## src/rtl/vedic_seq_mult_ctrl.sv

```systemverilog
// ---------------------------------------------------------------------------
// vedic_seq_mult_ctrl
//
// Purpose:
//   Iterative WIDTH x WIDTH unsigned multiplier. It uses a single 4x4 Vedic
//   (Urdhva-Tiryagbhyam) core to multiply every 4-bit digit of 'a' with every
//   4-bit digit of 'b'. Each 8-bit partial product is shifted into place and
//   added into a 2*WIDTH accumulator. A whole product takes exactly N*N cycles
//   of core time, where N = WIDTH/4. Both sides use valid/ready handshakes.
//
// Ports:
//   clk        rising-edge clock
//   rst_n      synchronous active-low reset, sampled on the rising edge
//   in_valid   operands a/b are valid
//   in_ready   controller can accept operands (high only in IDLE)
//   a, b       WIDTH-bit unsigned multiplicand / multiplier
//   out_valid  product is valid (high only in DONE)
//   out_ready  consumer accepts the product
//   product    2*WIDTH-bit unsigned result. Only meaningful with out_valid.
//   busy       high while digit pairs are being sequenced
//
// Also contains the combinational Vedic building blocks:
//   vedic_2x2         2x2 -> 4 bit multiplier
//   Four_Bitss_vedic  4x4 -> 8 bit multiplier built from four vedic_2x2
// ---------------------------------------------------------------------------

// ---------------------------------------------------------------------------
// vedic_2x2: 2-bit x 2-bit unsigned multiplier.
//   x, y  2-bit operands
//   p     4-bit product
// ---------------------------------------------------------------------------
module vedic_2x2 (
   input  logic [1:0] x,
   input  logic [1:0] y,
   output logic [3:0] p
);

   logic cross_sum;
   logic cross_carry;

   // The vertical terms give bit 0 and the upper pair. The crosswise terms
   // x1*y0 + x0*y1 give bit 1 and a carry into bit 2.
   always_comb begin
      cross_sum   = (x[1] & y[0]) ^ (x[0] & y[1]);
      cross_carry = (x[1] & y[0]) & (x[0] & y[1]);
      p[0]        = x[0] & y[0];
      p[1]        = cross_sum;
      p[2]        = (x[1] & y[1]) ^ cross_carry;
      p[3]        = (x[1] & y[1]) & cross_carry;
   end

endmodule

// ---------------------------------------------------------------------------
// Four_Bitss_vedic: 4-bit x 4-bit unsigned multiplier.
//   x, y  4-bit operands
//   p     8-bit product
// ---------------------------------------------------------------------------
module Four_Bitss_vedic (
   input  logic [3:0] x,
   input  logic [3:0] y,
   output logic [7:0] p
);

   logic [3:0] q_ll;
   logic [3:0] q_hl;
   logic [3:0] q_lh;
   logic [3:0] q_hh;
   logic [5:0] mid_sum;

   vedic_2x2 u_ll (.x(x[1:0]), .y(y[1:0]), .p(q_ll));
   vedic_2x2 u_hl (.x(x[3:2]), .y(y[1:0]), .p(q_hl));
   vedic_2x2 u_lh (.x(x[1:0]), .y(y[3:2]), .p(q_lh));
   vedic_2x2 u_hh (.x(x[3:2]), .y(y[3:2]), .p(q_hh));

   // The two crosswise products sit at weight 4. The upper half of the low
   // product folds into them, and what is left over above bit 3 combines
   // with the high product at weight 16. The largest result, 15*15 = 225,
   // fits in 8 bits, so the top add cannot overflow.
   always_comb begin
      mid_sum = {2'b00, q_hl} + {2'b00, q_lh} + {4'b0000, q_ll[3:2]};
      p[1:0]  = q_ll[1:0];
      p[3:2]  = mid_sum[1:0];
      p[7:4]  = q_hh + mid_sum[5:2];
   end

endmodule

// ---------------------------------------------------------------------------
// Top-level sequential controller.
// ---------------------------------------------------------------------------
module vedic_seq_mult_ctrl #(
   parameter int WIDTH = 32
) (
   input  logic                 clk,
   input  logic                 rst_n,
   input  logic                 in_valid,
   output logic                 in_ready,
   input  logic [WIDTH-1:0]     a,
   input  logic [WIDTH-1:0]     b,
   output logic                 out_valid,
   input  logic                 out_ready,
   output logic [2*WIDTH-1:0]   product,
   output logic                 busy
);

   localparam int N  = WIDTH / 4;
   // Keep the index registers at least one bit wide, even when N = 1.
   localparam int IW = (N > 1) ? $clog2(N) : 1;
   localparam logic [IW-1:0] LAST_IDX = IW'(N - 1);

   // Reject widths that do not split into whole 4-bit digits.
   generate
      if (((WIDTH % 4) != 0) || (WIDTH < 4)) begin : g_bad_width
         $error("vedic_seq_mult_ctrl: WIDTH must be a multiple of 4 and >= 4");
      end
   endgenerate

   typedef enum logic [1:0] {
      IDLE = 2'd0,
      BUSY = 2'd1,
      DONE = 2'd2
   } state_t;

   state_t               state;
   logic [WIDTH-1:0]     a_reg;
   logic [WIDTH-1:0]     b_reg;
   logic [2*WIDTH-1:0]   acc;
   logic [IW-1:0]        i_idx;
   logic [IW-1:0]        j_idx;

   logic [3:0]           a_digit;
   logic [3:0]           b_digit;
   logic [7:0]           core_p;
   logic [IW:0]          digit_sum;
   logic [IW+2:0]        shift_amt;
   logic [2*WIDTH-1:0]   pp_shifted;
   logic [2*WIDTH-1:0]   acc_next;

   // Pick the current digit pair from the latched operands. j walks the
   // digits of a and i walks the digits of b. Shifting right by 4*index
   // and keeping the low nibble works for any N, including N = 1.
   always_comb begin
      a_digit = 4'(a_reg >> {j_idx, 2'b00});
      b_digit = 4'(b_reg >> {i_idx, 2'b00});
   end

   Four_Bitss_vedic u_core (
      .x (a_digit),
      .y (b_digit),
      .p (core_p)
   );

   // Digit (i, j) has weight 16^(i+j). The sum is done in 2*WIDTH bits.
   // The full product always fits there, so no carry is dropped.
   always_comb begin
      digit_sum  = {1'b0, i_idx} + {1'b0, j_idx};
      shift_amt  = {digit_sum, 2'b00};
      pp_shifted = (2*WIDTH)'(core_p) << shift_amt;
      acc_next   = acc + pp_shifted;
   end

   // Control FSM. All handshake outputs are registered here, so they change
   // only on a clock edge. The product is copied from the accumulator on the
   // edge that adds the last digit pair. It then stays put until the next
   // result overwrites it, so it remains stable through any backpressure
   // and also after the handoff.
   always_ff @(posedge clk) begin
      if (!rst_n) begin
         state     <= IDLE;
         in_ready  <= 1'b1;
         out_valid <= 1'b0;
         busy      <= 1'b0;
         product   <= '0;
         acc       <= '0;
         i_idx     <= '0;
         j_idx     <= '0;
         a_reg     <= '0;
         b_reg     <= '0;
      end else begin
         case (state)
            IDLE: begin
               if (in_valid) begin
                  a_reg    <= a;
                  b_reg    <= b;
                  acc      <= '0;
                  i_idx    <= '0;
                  j_idx    <= '0;
                  in_ready <= 1'b0;
                  busy     <= 1'b1;
                  state    <= BUSY;
               end
            end

            BUSY: begin
               acc <= acc_next;
               if (j_idx == LAST_IDX) begin
                  j_idx <= '0;
                  if (i_idx == LAST_IDX) begin
                     i_idx     <= '0;
                     product   <= acc_next;
                     out_valid <= 1'b1;
                     busy      <= 1'b0;
                     state     <= DONE;
                  end else begin
                     i_idx <= i_idx + 1'b1;
                  end
               end else begin
                  j_idx <= j_idx + 1'b1;
               end
            end

            DONE: begin
               if (out_ready) begin
                  out_valid <= 1'b0;
                  in_ready  <= 1'b1;
                  state     <= IDLE;
               end
            end

            default: begin
               state     <= IDLE;
               in_ready  <= 1'b1;
               out_valid <= 1'b0;
               busy      <= 1'b0;
            end
         endcase
      end
   end

endmodule

```

## config.mk

```make
export PLATFORM = sky130hd
export DESIGN_NAME = vedic_seq_mult_ctrl
export DESIGN_NICKNAME = d
export VERILOG_FILES = /design/src/rtl/vedic_seq_mult_ctrl.sv
export SDC_FILE = /design/constraint.sdc
export NUM_CORES = 1
export LEC_CHECK = 0
export CAP_MARGIN = 40
export CORE_UTILIZATION = 55
export CTS_BUF_LIST = sky130_fd_sc_hd__clkbuf_4
export DETAILED_ROUTE_END_ITERATION = 12
export HOLD_SLACK_MARGIN = 0.08
export PLACE_DENSITY = 0.78
export RECOVER_POWER = 50
export SLEW_MARGIN = 20
export SYNTH_ARGS = -nofsm -noshare
export SYNTH_HDL_FRONTEND = slang
export SYNTH_SLANG_ARGS = --single-unit
```

## constraint.sdc

```tcl
create_clock -name clk -period 13.05 [get_ports clk]
set_clock_uncertainty 0.05 [all_clocks]
set_input_delay 1.9575 -clock clk [delete_from_list [all_inputs] [get_ports clk]]
set_output_delay 1.9575 -clock clk [all_outputs]
set_load 0.1 [all_outputs]
```

## Word-level counts from Yosys, hierarchy flattened

Index checks and enable logic that the tools add are counted.

| storage, ports and cells | value |
|---|---|
| input bits | 68 |
| register bits | 203 |
| word-level logic and storage cells | 97 |

| operators by class | value |
|---|---|
| add/sub/neg operators | 7 |
| shift-type cells | 3 |
| bitwise operators | 35 |
| reductions and logical operators | 10 |
| muxes and demuxes | 24 |
| equality and inequality tests | 8 |

Operators by type and width:

| operator | number |
|---|---|
| one-hot mux 64 bit (2 select lines) | 1 |
| adder 64 bit | 1 |
| 2-to-1 mux 64 bit | 1 |
| left shift 8 x 6 -> 64 bit | 1 |
| right shift 32 x 5 -> 4 bit | 2 |
| AND 1 bit | 24 |
| 2-to-1 mux 3 bit | 4 |
| one-hot mux 3 bit (2 select lines) | 2 |
| AND reduction 4 bit | 3 |
| one-hot mux 1 bit (3 select lines) | 3 |
| AND reduction 3 bit | 3 |
| 2-to-1 mux 1 bit | 8 |
| 2-to-1 mux 2 bit | 4 |
| inequality test 2 bit, second input constant | 4 |
| bitwise XOR 1 bit | 8 |
| adder 3 x 1 -> 3 bit, second input constant | 2 |
| adder 6 x 2 -> 6 bit | 1 |
| equality test 3 bit, second input constant | 2 |
| one-hot mux 2 bit (3 select lines) | 1 |
| adder 4 x 4 -> 5 bit | 1 |
| adder 3 x 3 -> 4 bit | 1 |
| adder 4 bit | 1 |
| AND reduction 2 bit | 2 |
| NOT 1 bit | 3 |
| 4 further kinds | 4 |

## Depth between registers and ports, before layout

| logic depth | value |
|---|---|
| depth in word-level cells | 10 |
| depth in mapped cells | 30 |
| depth with buffers taken out | 28 |

## Cells and area by module

From an unflattened synthesis, not the netlist that was laid out.

| second synthesis, totals | value |
|---|---|
| cells, all modules | 1583 |
| area total of the unflattened synthesis | 12583.3 um^2 |

By module, submodules not included:

| module | cells an instance | area each (um^2) | sequential area each (um^2) | instances |
|---|---|---|---|---|
| vedic_seq_mult_ctrl | 1524 | 12051.6 | 4063.9 | 1 |
| Four_Bitss_vedic | 31 | 301.5 | 0.0 | 1 |
| vedic_2x2 | 7 | 57.6 | 0.0 | 4 |

## Worst setup path before layout

No wires, ideal clock.

| path | value |
|---|---|
| kind | register to register |
| start | register j_idx[0] |
| end | register product[59] |
| path slack | 6.377 ns |
| period minus slack after synthesis | 6.673 ns |
| cell stages (with the launch flop) | 30 |
| data arrival time | 6.507 ns |
| path through | dfxtp_1 > buf_2 > mux4_2 > mux2i_1 > nor2_1 > ha_1 > fa_1 > inv_1 > fa_1 > nor2_1 > nand2_1 > xor2_1 > ha_1 > a21oi_1 > xnor2_1 > xor2_1 > a21boi_0 > nand2_1 > nor2_1 > ha_1 > buf_2 > nand4_1 > or4_1 > a311oi_2 > nand4b_1 > o211ai_4 > a21oi_4 > a31oi_2 > mux2i_1 > a31o_1 |

| between the ends | value |
|---|---|
| longest elaborated chain between the ends | 9 |
| elaborated cells on any way between the ends | 41 |
| classes of those cells | add/sub: 5; eq/ne: 1; shift: 2; bitwise: 32; reduce/logical: 1 |

Ends and longest elaborated chain:

| item | RTL line | source |
|---|---|---|
| start: declaration | 130 | `logic [IW-1:0] j_idx;` |
| start signal: assignment | 209 | `j_idx <= j_idx + 1'b1;` |
| right shift 32 x 5 -> 4 bit | 144 | `a_digit = 4'(a_reg >> {j_idx, 2'b00});` |
| AND 1 bit | 44, 45 |  |
| AND 1 bit | 45 | `cross_carry = (x[1] & y[0]) & (x[0] & y[1]);` |
| bitwise XOR 1 bit / AND 1 bit (equally long branches) | 48, 49 |  |
| adder 4 x 4 -> 5 bit | 81 | `mid_sum = {2'b00, q_hl} + {2'b00, q_lh} + {4'b0000, q_ll[3:2]};` |
| adder 6 x 2 -> 6 bit | 81 |  |
| adder 4 bit | 84 | `p[7:4] = q_hh + mid_sum[5:2];` |
| left shift 8 x 6 -> 64 bit | 159 | `pp_shifted = (2*WIDTH)'(core_p) << shift_amt;` |
| adder 64 bit | 160 | `acc_next = acc + pp_shifted;` |
| end signal: assignment | 201 | `product <= acc_next;` |
| end: declaration | 103 | `output logic [2*WIDTH-1:0] product,` |

Parallel ways exist; a longest one is shown, timed or not.
A chain may end at the register's enable or synchronous reset.

## Worst setup path in the final report

| path | value |
|---|---|
| start | register i_idx[0] |
| end | register product[59] |

| between the ends | value |
|---|---|
| longest elaborated chain between the ends | 9 |
| elaborated cells on any way between the ends | 41 |
| classes of those cells | add/sub: 5; eq/ne: 1; shift: 2; bitwise: 32; reduce/logical: 1 |

Ends and longest elaborated chain:

| item | RTL line | source |
|---|---|---|
| start: declaration | 129 | `logic [IW-1:0] i_idx;` |
| start signal: assignment | 206 | `i_idx <= i_idx + 1'b1;` |
| right shift 32 x 5 -> 4 bit | 145 | `b_digit = 4'(b_reg >> {i_idx, 2'b00});` |
| AND 1 bit | 44, 45 |  |
| AND 1 bit | 45 |  |
| bitwise XOR 1 bit / AND 1 bit (equally long branches) | 48, 49 |  |
| adder 4 x 4 -> 5 bit | 81 |  |
| adder 6 x 2 -> 6 bit | 81 |  |
| adder 4 bit | 84 |  |
| left shift 8 x 6 -> 64 bit | 159 |  |
| adder 64 bit | 160 |  |

Parallel ways exist; a longest one is shown, timed or not.

==> flow_metrics.env <==
export IMPL_h_tree_depth=2
export IMPL_finalMaxSlewViolations=190
export IMPL_vias_per_cell=6.071
export IMPL_reg2reg_depth=27
export IMPL_met2_usage=0.5682
export IMPL_start_util=0.5640
export IMPL_setup_slack_ns=4.897
export IMPL_max_stage_delay_ns=0.75
export IMPL_ys_seq_area_frac=0.3173
export IMPL_yosysUniqueCellTypes=72
export IMPL_hold_depth=2
export IMPL_grt_start_max_net_pins=80
export IMPL_setup_viol=0
export IMPL_syn2layout_area_growth_pct=19.47
export IMPL_avgRoutedWirePerCell_um=18.94
export IMPL_grt_met1_usage=0.4364
export IMPL_cts_buffer_depth=3
export IMPL_die_area_sq_mm=0.02390
export IMPL_firstDrtPassIters=9
export IMPL_postCtsSetupBuffers=0
export IMPL_critPathLaunchType="register"
export IMPL_worst_pin_slew_ns=2.681
export IMPL_synth_cells=1706
export IMPL_status="complete, but fails checks"
export IMPL_crit_cells=27
export IMPL_hp_start="product[9]"
export IMPL_crit_slowest_cell="dfxtp_1"
export IMPL_syn_nets=1866
export IMPL_cts_num_sinks=203
export IMPL_syn_area_per_cell_sq_um=7.507
export IMPL_power_switching_mw=0.3358
export IMPL_io_pins=135
export IMPL_cp_top_family="adder cells"
export IMPL_async_reset_ff_frac=0
export IMPL_route_detailed_drc=0
export IMPL_pwr_density_cell_mw_per_mm2=83.14
export IMPL_cts_buffers_inserted=53
export IMPL_reg_top3="acc x64, product x64"
export IMPL_whs_endpoint="product[9]"
export IMPL_grt_setup_unrepaired="false"
export IMPL_synth_edf_count=0
export IMPL_syn_area_sq_mm=0.01281
export IMPL_worst_path_max_fanout=12
export IMPL_finalPower_mw=1.272
export IMPL_cts_tree="built"
export IMPL_ir_drop_mv=0.06696
export IMPL_cap_violations=4
export IMPL_num_rows=55
export IMPL_cp_required_ns=13.56
export IMPL_die_w_um=154.6
export IMPL_p_int_mw=0.9362
export IMPL_violations="max-capacitance violations, max-slew violations"
export IMPL_max_slew_margin=-0.7874
export IMPL_place_gp_congestion=0.9773
export IMPL_clkTransAtPathRegs_ns=0.06
export IMPL_drive_gt1_frac=0.07358
export IMPL_setup_tns_ns=0
export IMPL_grt_util_met3=0.05744
export IMPL_grt_first_pass_wirelength_mm=65.23
export IMPL_busiest_layer="met2"
export IMPL_vias=13204
export IMPL_antenna_found_initial=1
export IMPL_worst_path_buf_inv=1
export IMPL_post_place_ws_ns=5.072
export IMPL_ys_ff_latch=203
export IMPL_drt_iter0_drc=1009
export IMPL_core_sq_mm=0.02271
export IMPL_hold_viol_final=0
export IMPL_yosys_warnings=0
export IMPL_place_area_sq_mm=0.01532
export IMPL_period_needed_ns=8.153
export IMPL_fmax_mhz=122.7
export IMPL_crit_type="register to register"
export IMPL_reg2reg_from="i_idx[0]"
export IMPL_r2r_slack_ns=4.90
export IMPL_cts_repair_resized=0
export IMPL_leakagePower_nw=5.913
export IMPL_holdWs_ns=0.4020
export IMPL_ant_nets=0
export IMPL_wirelength_mm=41.20
export IMPL_dp_final_hpwl_mm=29.90
export IMPL_end_kind="register"
export IMPL_fin_area_sq_mm=0.01530
export IMPL_cp_arrival_ns=8.66
export IMPL_fin_crit_sh=0.6247
export IMPL_p_sw_frac=0.2640
export IMPL_clock_root_buffer="clkbuf_4"
export IMPL_ctsHoldBuffers=0
export IMPL_fin_nets=2024
export IMPL_clk_latency_ns=0.69
export IMPL_seqPwrFrac=0.505
export IMPL_grt_pass1_vias=12569
export IMPL_grt_usage=0.3436
export IMPL_gr_total_overflow=0
export IMPL_ys_flop_type="dfxtp_1"
export IMPL_hp_class="register to register"
export IMPL_combinationalPowerShare=0.084
export IMPL_clock_power_share=0.412
export IMPL_portBuffers=134
export IMPL_die_h_um=154.6
export IMPL_r2r_end="product[59]"
[kinds of logic (layout without fill, tap and decap cells)]
logic type      after synthesis  after routing  synth area share
xor+xnor                     69             69           0.04719
flops                       203            203            0.3173
mux                          29             29           0.03839
buf+inv                     147            330           0.04533
other cells                   0              1                 0
fa+ha+maj                    92             92           0.09281
simple gates                692            692            0.2331
compound gates              474            474            0.2259
[cell type report]
type / instances / area (sq um)
repair buffers: 215 / 1948
inverters: 35 / 132.6
fillers: 1956 / 7408
flip-flops and latches: 203 / 4064
clock inverters: 11 / 76.32
clock buffers: 69 / 518.0
diodes: 1 / 2.502
multi-input cells: 1356 / 8203
well taps: 285 / 356.6
[cells in the final DEF, fill, tap and decap left out, types with 32 or more instances in the layout]
cell type        Yosys  layout
a21o_1              32      32
clkbuf_4             0      69
xnor2_1             40      40
o21ai_0             77      77
clkdlybuf4s50_1      0     131
nand2_1            347     345
inv_1               35      34
nand3_1             65      64
clkbuf_1            86      59
ha_1                87      87
a21oi_1            226     226
dfxtp_1            203     203
nor2_1             158     155
[worst max path at each step]
stage | endpoint | from
after floorplan | product[59] | j_idx[0]
after global placement | product[59] | i_idx[0]
after detailed placement | product[59] | i_idx[0]
after CTS | product[59] | i_idx[0]
after global routing | product[59] | i_idx[0]
final | product[59] | i_idx[0]
[stage by stage]
stage | instances | util
after floorplan | 1706 | -
after global placement | 2024 | 0.6244
after detailed placement | 2093 | 0.6748
after CTS | 2173 | 0.7010
after global routing | 2175 | 0.6738
final | 2175 | 0.6738
[power by group through the flow]
stage	clock [mW]	combinational (mW)	sequential (mW)
2_1_floorplan	0	0.0597	0.655
3_3_place_gp	0	0.102	0.656
3_5_place_dp	0	0.107	0.656
4_1_cts	0.533	0.107	0.642
5_1_grt	0.566	0.115	0.644
6_report	0.523	0.106	0.642
[worst register-to-register path, stage by stage, from the launching register on]
cell and delay (ns):
dfxtp_1 0.75, mux4_2 0.58, mux2i_1 0.37, nor2_1 0.08, ha_1 0.35, fa_1 0.57
inv_1 0.06, fa_1 0.43, nor2_1 0.12, nand2_1 0.07, xor2_1 0.16, ha_1 0.33
a21oi_1 0.16, xnor2_1 0.15, xor2_1 0.39, nor3_1 0.08, a21oi_1 0.54, nor2_1 0.15
ha_1 0.46, nand4_1 0.16, or4_1 0.46, a311oi_2 0.27, nand4b_1 0.27, o211ai_4 0.16
a21oi_4 0.34, a31oi_2 0.18, mux2i_1 0.16, a31o_1 0.19
[cell usage after synthesis (5+ instances only)]
cell type,count,share of area
a211oi_2,5,0.0049
or4_1,7,0.0041
buf_1,11,0.0032
xnor2_1,40,0.027
nand2b_1,6,0.0029
ha_1,87,0.085
a22oi_1,7,0.0041
xor2_1,29,0.020
o21a_1,14,0.0082
o21ai_0,77,0.030
nand2_1,347,0.10
mux2i_1,12,0.0094
mux4_2,16,0.028
nor2b_1,7,0.0034
buf_2,11,0.0043
nand3_1,65,0.025
nand4_1,31,0.015
nor3_1,29,0.011
a21oi_1,226,0.088
o21bai_1,19,0.011
o211ai_1,7,0.0041
nor2_1,158,0.046
a31oi_1,19,0.0093
dfxtp_1,203,0.32
inv_1,35,0.010
a211oi_1,9,0.0053
fa_1,5,0.0078
or3_1,12,0.0059
and3_1,12,0.0059
o21ai_1,10,0.0039
clkbuf_1,86,0.025
a21o_1,32,0.019
[per-layer routing]
metal,share of wire,vias up
met1,0.41,6132
met4,0.046,0
met2,0.46,601
met3,0.079,145
li1,-,6326
met5,0,-
Power figures use the tool's default switching activity.
